===== src/rtl/fsm_clock.sv =====
// fsm_clock: 24-hour time-of-day counter driven by a prescaled system clock.
// A tick every CLK_DIV cycles advances seconds/minutes/hours; the midnight
// rollover raises new_day for exactly one cycle.
module fsm_clock #(
    parameter int CLK_DIV = 1,
    parameter int CNT_W   = 26
) (
    input  logic       clk,
    input  logic       reset,
    output logic [6:0] cnt_minute,
    output logic [6:0] cnt_second,
    output logic [4:0] hour,
    output logic       new_day
);

    // State records which carry chain fired on the last tick edge.
    typedef enum logic [1:0] {
        COUNT     = 2'd0,
        ROLL_MIN  = 2'd1,
        ROLL_HOUR = 2'd2,
        ROLL_DAY  = 2'd3
    } state_t;

    localparam logic [CNT_W-1:0] DIV_MAX = CNT_W'(CLK_DIV - 1);

    state_t           state;
    logic [CNT_W-1:0] prescaler;
    logic             tick;
    logic             sec_end;
    logic             min_end;
    logic             hour_end;

    assign tick = (prescaler == DIV_MAX);

    // Anything at or beyond the terminal value is treated as terminal, so a
    // corrupted counter still wraps to 0 on the next tick.
    assign sec_end  = (cnt_second >= 7'd59);
    assign min_end  = (cnt_minute >= 7'd59);
    assign hour_end = (hour >= 5'd23);

    // new_day is a decode of the registered state: it is high only in the
    // cycle right after the day-carry edge and clears with the async reset.
    assign new_day = (state == ROLL_DAY);

    // Prescaler: 0..CLK_DIV-1, wrapping on the tick cycle.
    always_ff @(posedge clk or negedge reset) begin
        if (!reset) begin
            prescaler <= '0;
        end else if (tick) begin
            prescaler <= '0;
        end else begin
            prescaler <= prescaler + CNT_W'(1);
        end
    end

    // Carry-select update of the time registers and rollover state.
    always_ff @(posedge clk or negedge reset) begin
        if (!reset) begin
            state      <= COUNT;
            cnt_second <= '0;
            cnt_minute <= '0;
            hour       <= '0;
        end else begin
            state <= COUNT;
            if (tick) begin
                if (!sec_end) begin
                    cnt_second <= cnt_second + 7'd1;
                end else begin
                    cnt_second <= '0;
                    if (!min_end) begin
                        cnt_minute <= cnt_minute + 7'd1;
                        state      <= ROLL_MIN;
                    end else begin
                        cnt_minute <= '0;
                        if (!hour_end) begin
                            hour  <= hour + 5'd1;
                            state <= ROLL_HOUR;
                        end else begin
                            hour  <= '0;
                            state <= ROLL_DAY;
                        end
                    end
                end
            end
        end
    end

endmodule


===== config.mk =====
export PLATFORM = sky130hd
export DESIGN_NAME = fsm_clock
export DESIGN_NICKNAME = d
export VERILOG_FILES = /design/src/rtl/fsm_clock.sv
export SDC_FILE = /design/constraint.sdc
export NUM_CORES = 1
export LEC_CHECK = 0
export CELL_PAD_IN_SITES_DETAIL_PLACEMENT = 0
export CELL_PAD_IN_SITES_GLOBAL_PLACEMENT = 1
export CORE_MARGIN = 10
export CORE_UTILIZATION = 48
export DETAILED_ROUTE_END_ITERATION = 10
export HOLD_SLACK_MARGIN = 0.12
export PLACE_DENSITY_LB_ADDON = 0.12
export SLEW_MARGIN = 20
export SYNTH_ARGS = -nofsm -noshare
export SYNTH_HDL_FRONTEND = slang
export SYNTH_SLANG_ARGS = --single-unit

===== constraint.sdc =====
create_clock -name clk -period 3.5 [get_ports clk]
set_input_delay 0.7 -clock clk [delete_from_list [all_inputs] [get_ports clk]]
set_output_delay 0.7 -clock clk [all_outputs]
set_load 0.02 [all_outputs]

==> metrics.yaml, run 1 <==
status: "complete, no violations"
antenna_left: 0
crit_type: "flip-flop to primary output"
vias: 1734
critPathMaxStageDelay_ps: 660
clock_path_buffers: 2
slowest_stage: "clkdlybuf4s50_1"
dp_hpwl_mm: 3.43
synth_seq_cells: 47
fin_nets: 252
end_kind: "primary output"
cts_buffers: 5
clk_root_buffer_cell: "clkbuf_8"
postCtsSetupRepairBufs: 0
cts_tree: "yes"
grt_start_max_net_pins: 48
die_x_um: 88.9
critPathLaunchType: "flip-flop"
wl_mm: 4.71
clkPwrFrac_pct: 38.7
grt_usage_pct: 13.0
net-switching-power_uw: 198
setup_violations: 0
cts.clk_slew.worst_paths_ps: 90
globalplace.congestion: 0.844
seq_area_um2: 1180
rsz0062_at_grt: "false"
antenna-diode-count: 0
min_period_over_period_pct: 60.7
cts_repair_resize_count: 0
drv_cap: 0
core_um2: 4470
ys_warn_count: 0
clock.fmax_ghz: 0.470
dieArea_um2: 7900
switching_share_pct: 21.9
post_drt_wl_per_cell_um: 15.8
port_buffers: 21
postCtsHoldBufs: 0
syn_inst: 218
power.density_nw_per_um2: 341
drtIter0Drc: 127
p_total_uw: 902
htree_num_levels: 2
drive_gt1_share_pct: 6.91
io_pins: 22
syn2layout_area_growth_pct: 16.1
ys_seq_area_share_pct: 51.6
path_cells: "clkdlybuf4s50_1"
clk_latency_ps: 300
rows: 24
min_period_ps: 2130
finalHoldViolCount: 0
drcViolationCount: 0
synth_area_um2: 2280
fin_tns_setup_ps: 0
dr.pass1.iters: 4
grt_pass1_wl_mm: 8.18
grt_pass1_vias: 1706
crit_family: "buffers and inverters"
tightest_slew_ps: 617
drv_slew: 0
yosysUniqueCellTypes: 32
grt_overflow_total: 0
slew_headroom_pct: 58.3
start_util_pct: 50.9
clkSinkCount: 47
multi_input_area_um2: 1080
p_leak_nw: 1.20
antenna_found_initial: 0
fin_skew_ps: 5.46
synth.net_count: 225
critical_path_buf_inv_count: 1
combPwrFrac_pct: 1.2
hold_path_class: "primary input to asynchronous set/reset pin"
viasPerCell: 5.82
worstPathMaxFanout: 7
peakVddDrop_v: 0.000200
fin_hold_ws_ps: 399
fillers: 376
worst_ep_required_time_ps: 2800
p_int_uw: 705
syn_area_per_cell_um2: 10.4
power_frac_seq_pct: 60.1
dieHeight_um: 88.9
arrival_ps: 1430
## final cells by class
type / instances / area share, %
Clock buffer: 6 / 3.12
Clock inverter: 2 / 0.615
Inverter: 4 / 0.568
Multi-Input combinational cell: 166 / 40.9
Sequential cell: 47 / 44.5
Tap cell: 52 / 2.46
Timing Repair Buffer: 21 / 7.86
## Yosys cell counts
cell type,number,area (um^2)
a32o_1,1,10.0
a21oi_1,2,10.0
nor3_1,3,15.0
o31ai_1,4,30.0
nand2_1,23,86.3
nor2_2,1,6.26
nor3_2,1,10.0
and3_1,7,43.8
and2_1,7,43.8
o21ai_1,3,15.0
nor4_4,2,42.5
o21ai_0,13,65.1
a41o_1,2,20.0
a211o_1,2,17.5
nand3_1,18,90.1
nor4_1,2,12.5
nor4_2,2,25.0
nand2b_1,4,25.0
nor4b_4,1,23.8
buf_2,1,5.00
and4_1,3,26.3
nor2_1,21,78.8
a21o_1,3,22.5
xnor2_1,15,131
nand4_1,7,43.8
a41oi_1,5,43.8
a31oi_1,1,6.26
ha_1,5,62.6
inv_1,4,15.0
dfrtp_1,47,1180
xor2_1,7,61.3
nand4_2,1,12.5
## kinds of logic after synthesis
group	share of synthesized area (%)
DFF	51.6
and+or+nand+nor	25.7
adders and majority gates	2.75
AOI/OAI and AO/OA	10.5
buffers and inverters	0.879
xor gates and xnor gates	8.46
## routing by layer
layer,GRT usage (%),vias to the layer above,share of wire (%)
li1,-,842,-
met1,15.7,850,44
met2,22.0,36,50
met3,3.40,6,5.0
met4,4.26,0,0.98
met5,0,-,0
## flip-flops by register name, indices dropped and copies added, names as in the netlist
name,flops
state,2
hour,5
prescaler,26
cnt_minute,7
cnt_second,7
## cell usage in the layout, fill, tap and decap left out
cell type and count:
a211o_1 2, a21o_1 3, a21oi_1 2, a31oi_1 1, a32o_1 1, a41o_1 2, a41oi_1 5, and2_1 7
and3_1 7, and4_1 3, buf_4 1, clkbuf_8 6, clkdlybuf4s50_1 20, clkinv_4 1, clkinvlp_4 1, dfrtp_1 47
ha_1 5, inv_1 4, nand2_1 23, nand2b_1 4, nand3_1 18, nand4_1 7, nand4_2 1, nor2_1 21
nor2_2 1, nor3_1 3, nor3_2 1, nor4_1 2, nor4_2 2, nor4_4 2, nor4b_4 1, o21ai_0 13
o21ai_1 3, o31ai_1 4, xnor2_1 15, xor2_1 7
## worst paths after layout
| path | end | slack, ps | start | cells past startpoint |
|---|---|---|---|---|
| min in group clk | prescaler[25] | 480 | prescaler[25] | 1 |
| min reg2reg | prescaler[25] | 480 | prescaler[25] | 1 |
| max reg2reg | cnt_minute[5] | 1430 | cnt_second[0] | 6 |
| max | cnt_second[3] | 1370 | cnt_second[3] | 1 |
| max in group asynchronous | prescaler[0] | 2700 | reset | 1 |
| min | cnt_minute[2] | 400 | reset | 1 |
## through the flow
stage | area (um^2) | worst slack (ps) | utilization [%] | cells
2_1_floorplan | 2280 | 1550 | - | 218
3_3_place_gp | 2540 | 1460 | 56.8 | 290
3_5_place_dp | 2540 | 1440 | 56.8 | 290
4_1_cts | 2640 | 1380 | 59.0 | 298
5_1_grt | 2640 | 1250 | 59.1 | 298
6_report | 2640 | 1370 | 59.1 | 298
## power groups by stage
stage          registers (mW)   logic (mW)  clock network [mW]
2_1_floorplan           0.553  0.000000444                   0
3_3_place_gp            0.553       0.0110                   0
3_5_place_dp            0.553       0.0114                   0
4_1_cts                 0.542       0.0114               0.355
5_1_grt                 0.543       0.0132               0.383
6_report                0.542       0.0108               0.349
(Power assumes the default switching activity.)
==> inputs of run 2 (changes only) <==
--- a/config.mk
+++ b/config.mk
@@ -8,7 +8,7 @@
 export CELL_PAD_IN_SITES_DETAIL_PLACEMENT = 0
 export CELL_PAD_IN_SITES_GLOBAL_PLACEMENT = 1
 export CORE_MARGIN = 10
-export CORE_UTILIZATION = 48
+export CORE_UTILIZATION = 44
 export DETAILED_ROUTE_END_ITERATION = 10
 export HOLD_SLACK_MARGIN = 0.12
 export PLACE_DENSITY_LB_ADDON = 0.12
==> constraint.sdc (replaced) <==
create_clock -name clk -period 2.2 [get_ports clk]
set_input_delay 0.44 -clock clk [delete_from_list [all_inputs] [get_ports clk]]
set_output_delay 0.44 -clock clk [all_outputs]
set_load 0.02 [all_outputs]
==> run 2 against run 1 <==
Against the previous run:
- sequential share of layout area down 1.4 points
- power up 70%
- clock skew down 0.66 ps
- core utilization down 5.3 points
- non-clock buffer count up 5
- final cell count up 7.7%
- global-route usage down 1.7 points
- sequential power up 59%
- first-iteration DRC count down 58%
==> metrics.yaml, run 2 (synthesis results as in run 1) <==
status: "complete, no violations"
antenna_found_initial: 0  # unchanged
hold_path_class: "primary input to asynchronous set/reset pin"
wl_mm: 4.56  # -3.3%
fin_skew_ps: 4.80  # -0.656 ps
cts_repair_resize_count: 0  # unchanged
grt_usage_pct: 11.3  # -1.7 points
peakVddDrop_v: 0.000297  # +48%
rsz0062_at_grt: "false"
drive_gt1_share_pct: 9.16  # +2.3 points
p_leak_nw: 1.24  # +2.9%
arrival_ps: 2080  # +650 ps
tightest_slew_ps: 738  # +120 ps
crit_type: "flip-flop to flip-flop"
htree_num_levels: 2  # unchanged
largest_reg_flops: 26  # unchanged
clock_path_buffers: 2  # unchanged
drcViolationCount: 0  # unchanged
min_period_over_period_pct: 86.5
slew_headroom_pct: 50.8  # -7.5 points
postCtsHoldBufs: 0  # unchanged
grt_overflow_total: 0  # unchanged
reg2reg_depth: 7  # +1
clock.fmax_ghz: 0.525
start_util_pct: 44.9  # -6.0 points
final_cell_mix: "dfrtp_1, nand2_1, nor2_1, clkdlybuf4s50_1, nand3_1"
antenna-diode-count: 0  # unchanged
end_kind: "flip-flop"
worst_ep_required_time_ps: 2380  # -420 ps
dp_hpwl_mm: 3.32  # -3.0%
antenna_left: 0  # unchanged
setup_violations: 0  # unchanged
setup_ws_ps: 296  # -1080 ps
top_register: "prescaler"
cts_buffers: 5  # unchanged
vias: 1665  # -4.0%
place_worst_setup_slack_ps: 209  # -1230 ps
drv_slew: 0  # unchanged
reg_top3: "prescaler x26, cnt_minute x7, cnt_second x7"
rrSetupSlack_ps: 300  # -1130 ps
core_um2: 5070  # +13%
viasPerCell: 5.19  # -11%
fin_tns_setup_ps: 0  # unchanged
globalplace.congestion: 0.778  # -7.8%
final_common_cell: "dfrtp_1"
die_x_um: 91.9  # +3.4%
dieHeight_um: 91.9  # +3.4%
clk_root_buffer_cell: "clkbuf_8"
power.density_nw_per_um2: 564  # +65%
dieArea_um2: 8450  # +7.0%
drv_cap: 0  # unchanged
rr_startpoint: "prescaler[0]"
worstPathMaxFanout: 6  # -1
clkSinkCount: 47  # unchanged
io_pins: 22  # unchanged
postCtsSetupRepairBufs: 0  # unchanged
grt_pass1_vias: 1610  # -5.6%
rr_endpoint: "hour[3]"
dr.pass1.iters: 4  # unchanged
rows: 26  # +8.3%
fillers: 474  # +26%
finalHoldViolCount: 0  # unchanged
port_buffers: 21  # unchanged
fin_nets: 257  # +2.0%
drtIter0Drc: 53  # -58%
clk_latency_ps: 300  # about the same
critPathLaunchType: "flip-flop"
grt_pass1_wl_mm: 8.03  # -1.8%
min_period_ps: 1900
cts.clk_slew.worst_paths_ps: 90  # about the same
grt_start_max_net_pins: 34  # -29%
syn2layout_area_growth_pct: 19.8
post_drt_wl_per_cell_um: 14.2  # -10%
cts_tree: "yes"
[run 2: cell types whose count changed in the layout (fill, tap and decap cells not counted)]
cell / change
a41oi_2: +1
clkinv_2: +1
clkinv_4: -1
buf_2: +1
bufinv_16: +1
a41oi_1: -1
buf_4: +4
clkinvlp_4: -1
[run 2: worst max path at each step]
| stage | endpoint | startpoint | depth (start not counted) |
|---|---|---|---|
| final | hour[3] | prescaler[0] | 7 |
| after global routing | hour[3] | prescaler[0] | 7 |
| after CTS | cnt_minute[3] | cnt_minute[0] | 5 |
| after detailed placement | cnt_minute[3] | cnt_minute[0] | 5 |
| after global placement | cnt_minute[3] | cnt_minute[0] | 5 |
| after floorplan | hour[4] | cnt_second[0] | 6 |
[run 2: per-stage QoR]
step	power, mW	cells	hold WS [ps]	cell area (um^2)	util, %
6_report	1.54	321	196	2730	53.7
5_1_grt	1.60	321	239	2730	53.7
4_1_cts	1.56	321	209	2720	53.6
3_5_place_dp	0.901	313	460	2600	51.3
3_3_place_gp	0.902	313	461	2600	51.3
2_1_floorplan	0.881	218	144	2280	-
[run 2: layout make-up]
type / instances / area (um^2) / share of cell area (%)
multi-input combinational: 166 / 1090 / 39.9
clock inverter: 2 / 35.0 / 1.28
inverter: 4 / 15.0 / 0.550
tap: 70 / 87.6 / 3.21
clock buffer: 6 / 82.6 / 3.03
sequential: 47 / 1180 / 43.1
timing repair buffer: 26 / 243 / 8.90
[run 2: metal layers]
layer	routed length [um]	global-route usage (%)
met1	2170	14.5
met2	2120	17.8
met3	228	3.91
met4	35	3.08
met5	0	0
[run 2: power breakdown]
| group | switching, mW | internal, mW | leakage, nW |
|---|---|---|---|
| Sequential | 0 | 0.863 | 0.642 |
| Combinational | 0.0169 | 0.00293 | 0.535 |
| Clock | 0.287 | 0.368 | 0.0612 |
| Total | 0.304 | 1.23 | 1.24 |
[run 2: critical path, stage by stage (launching register included)]
cell     delay (ps)
dfrtp_1         450
inv_1            90
ha_1            140
nor4b_4         220
and4_1          300
nand4_1         260
o21ai_0         220
o21ai_0         100
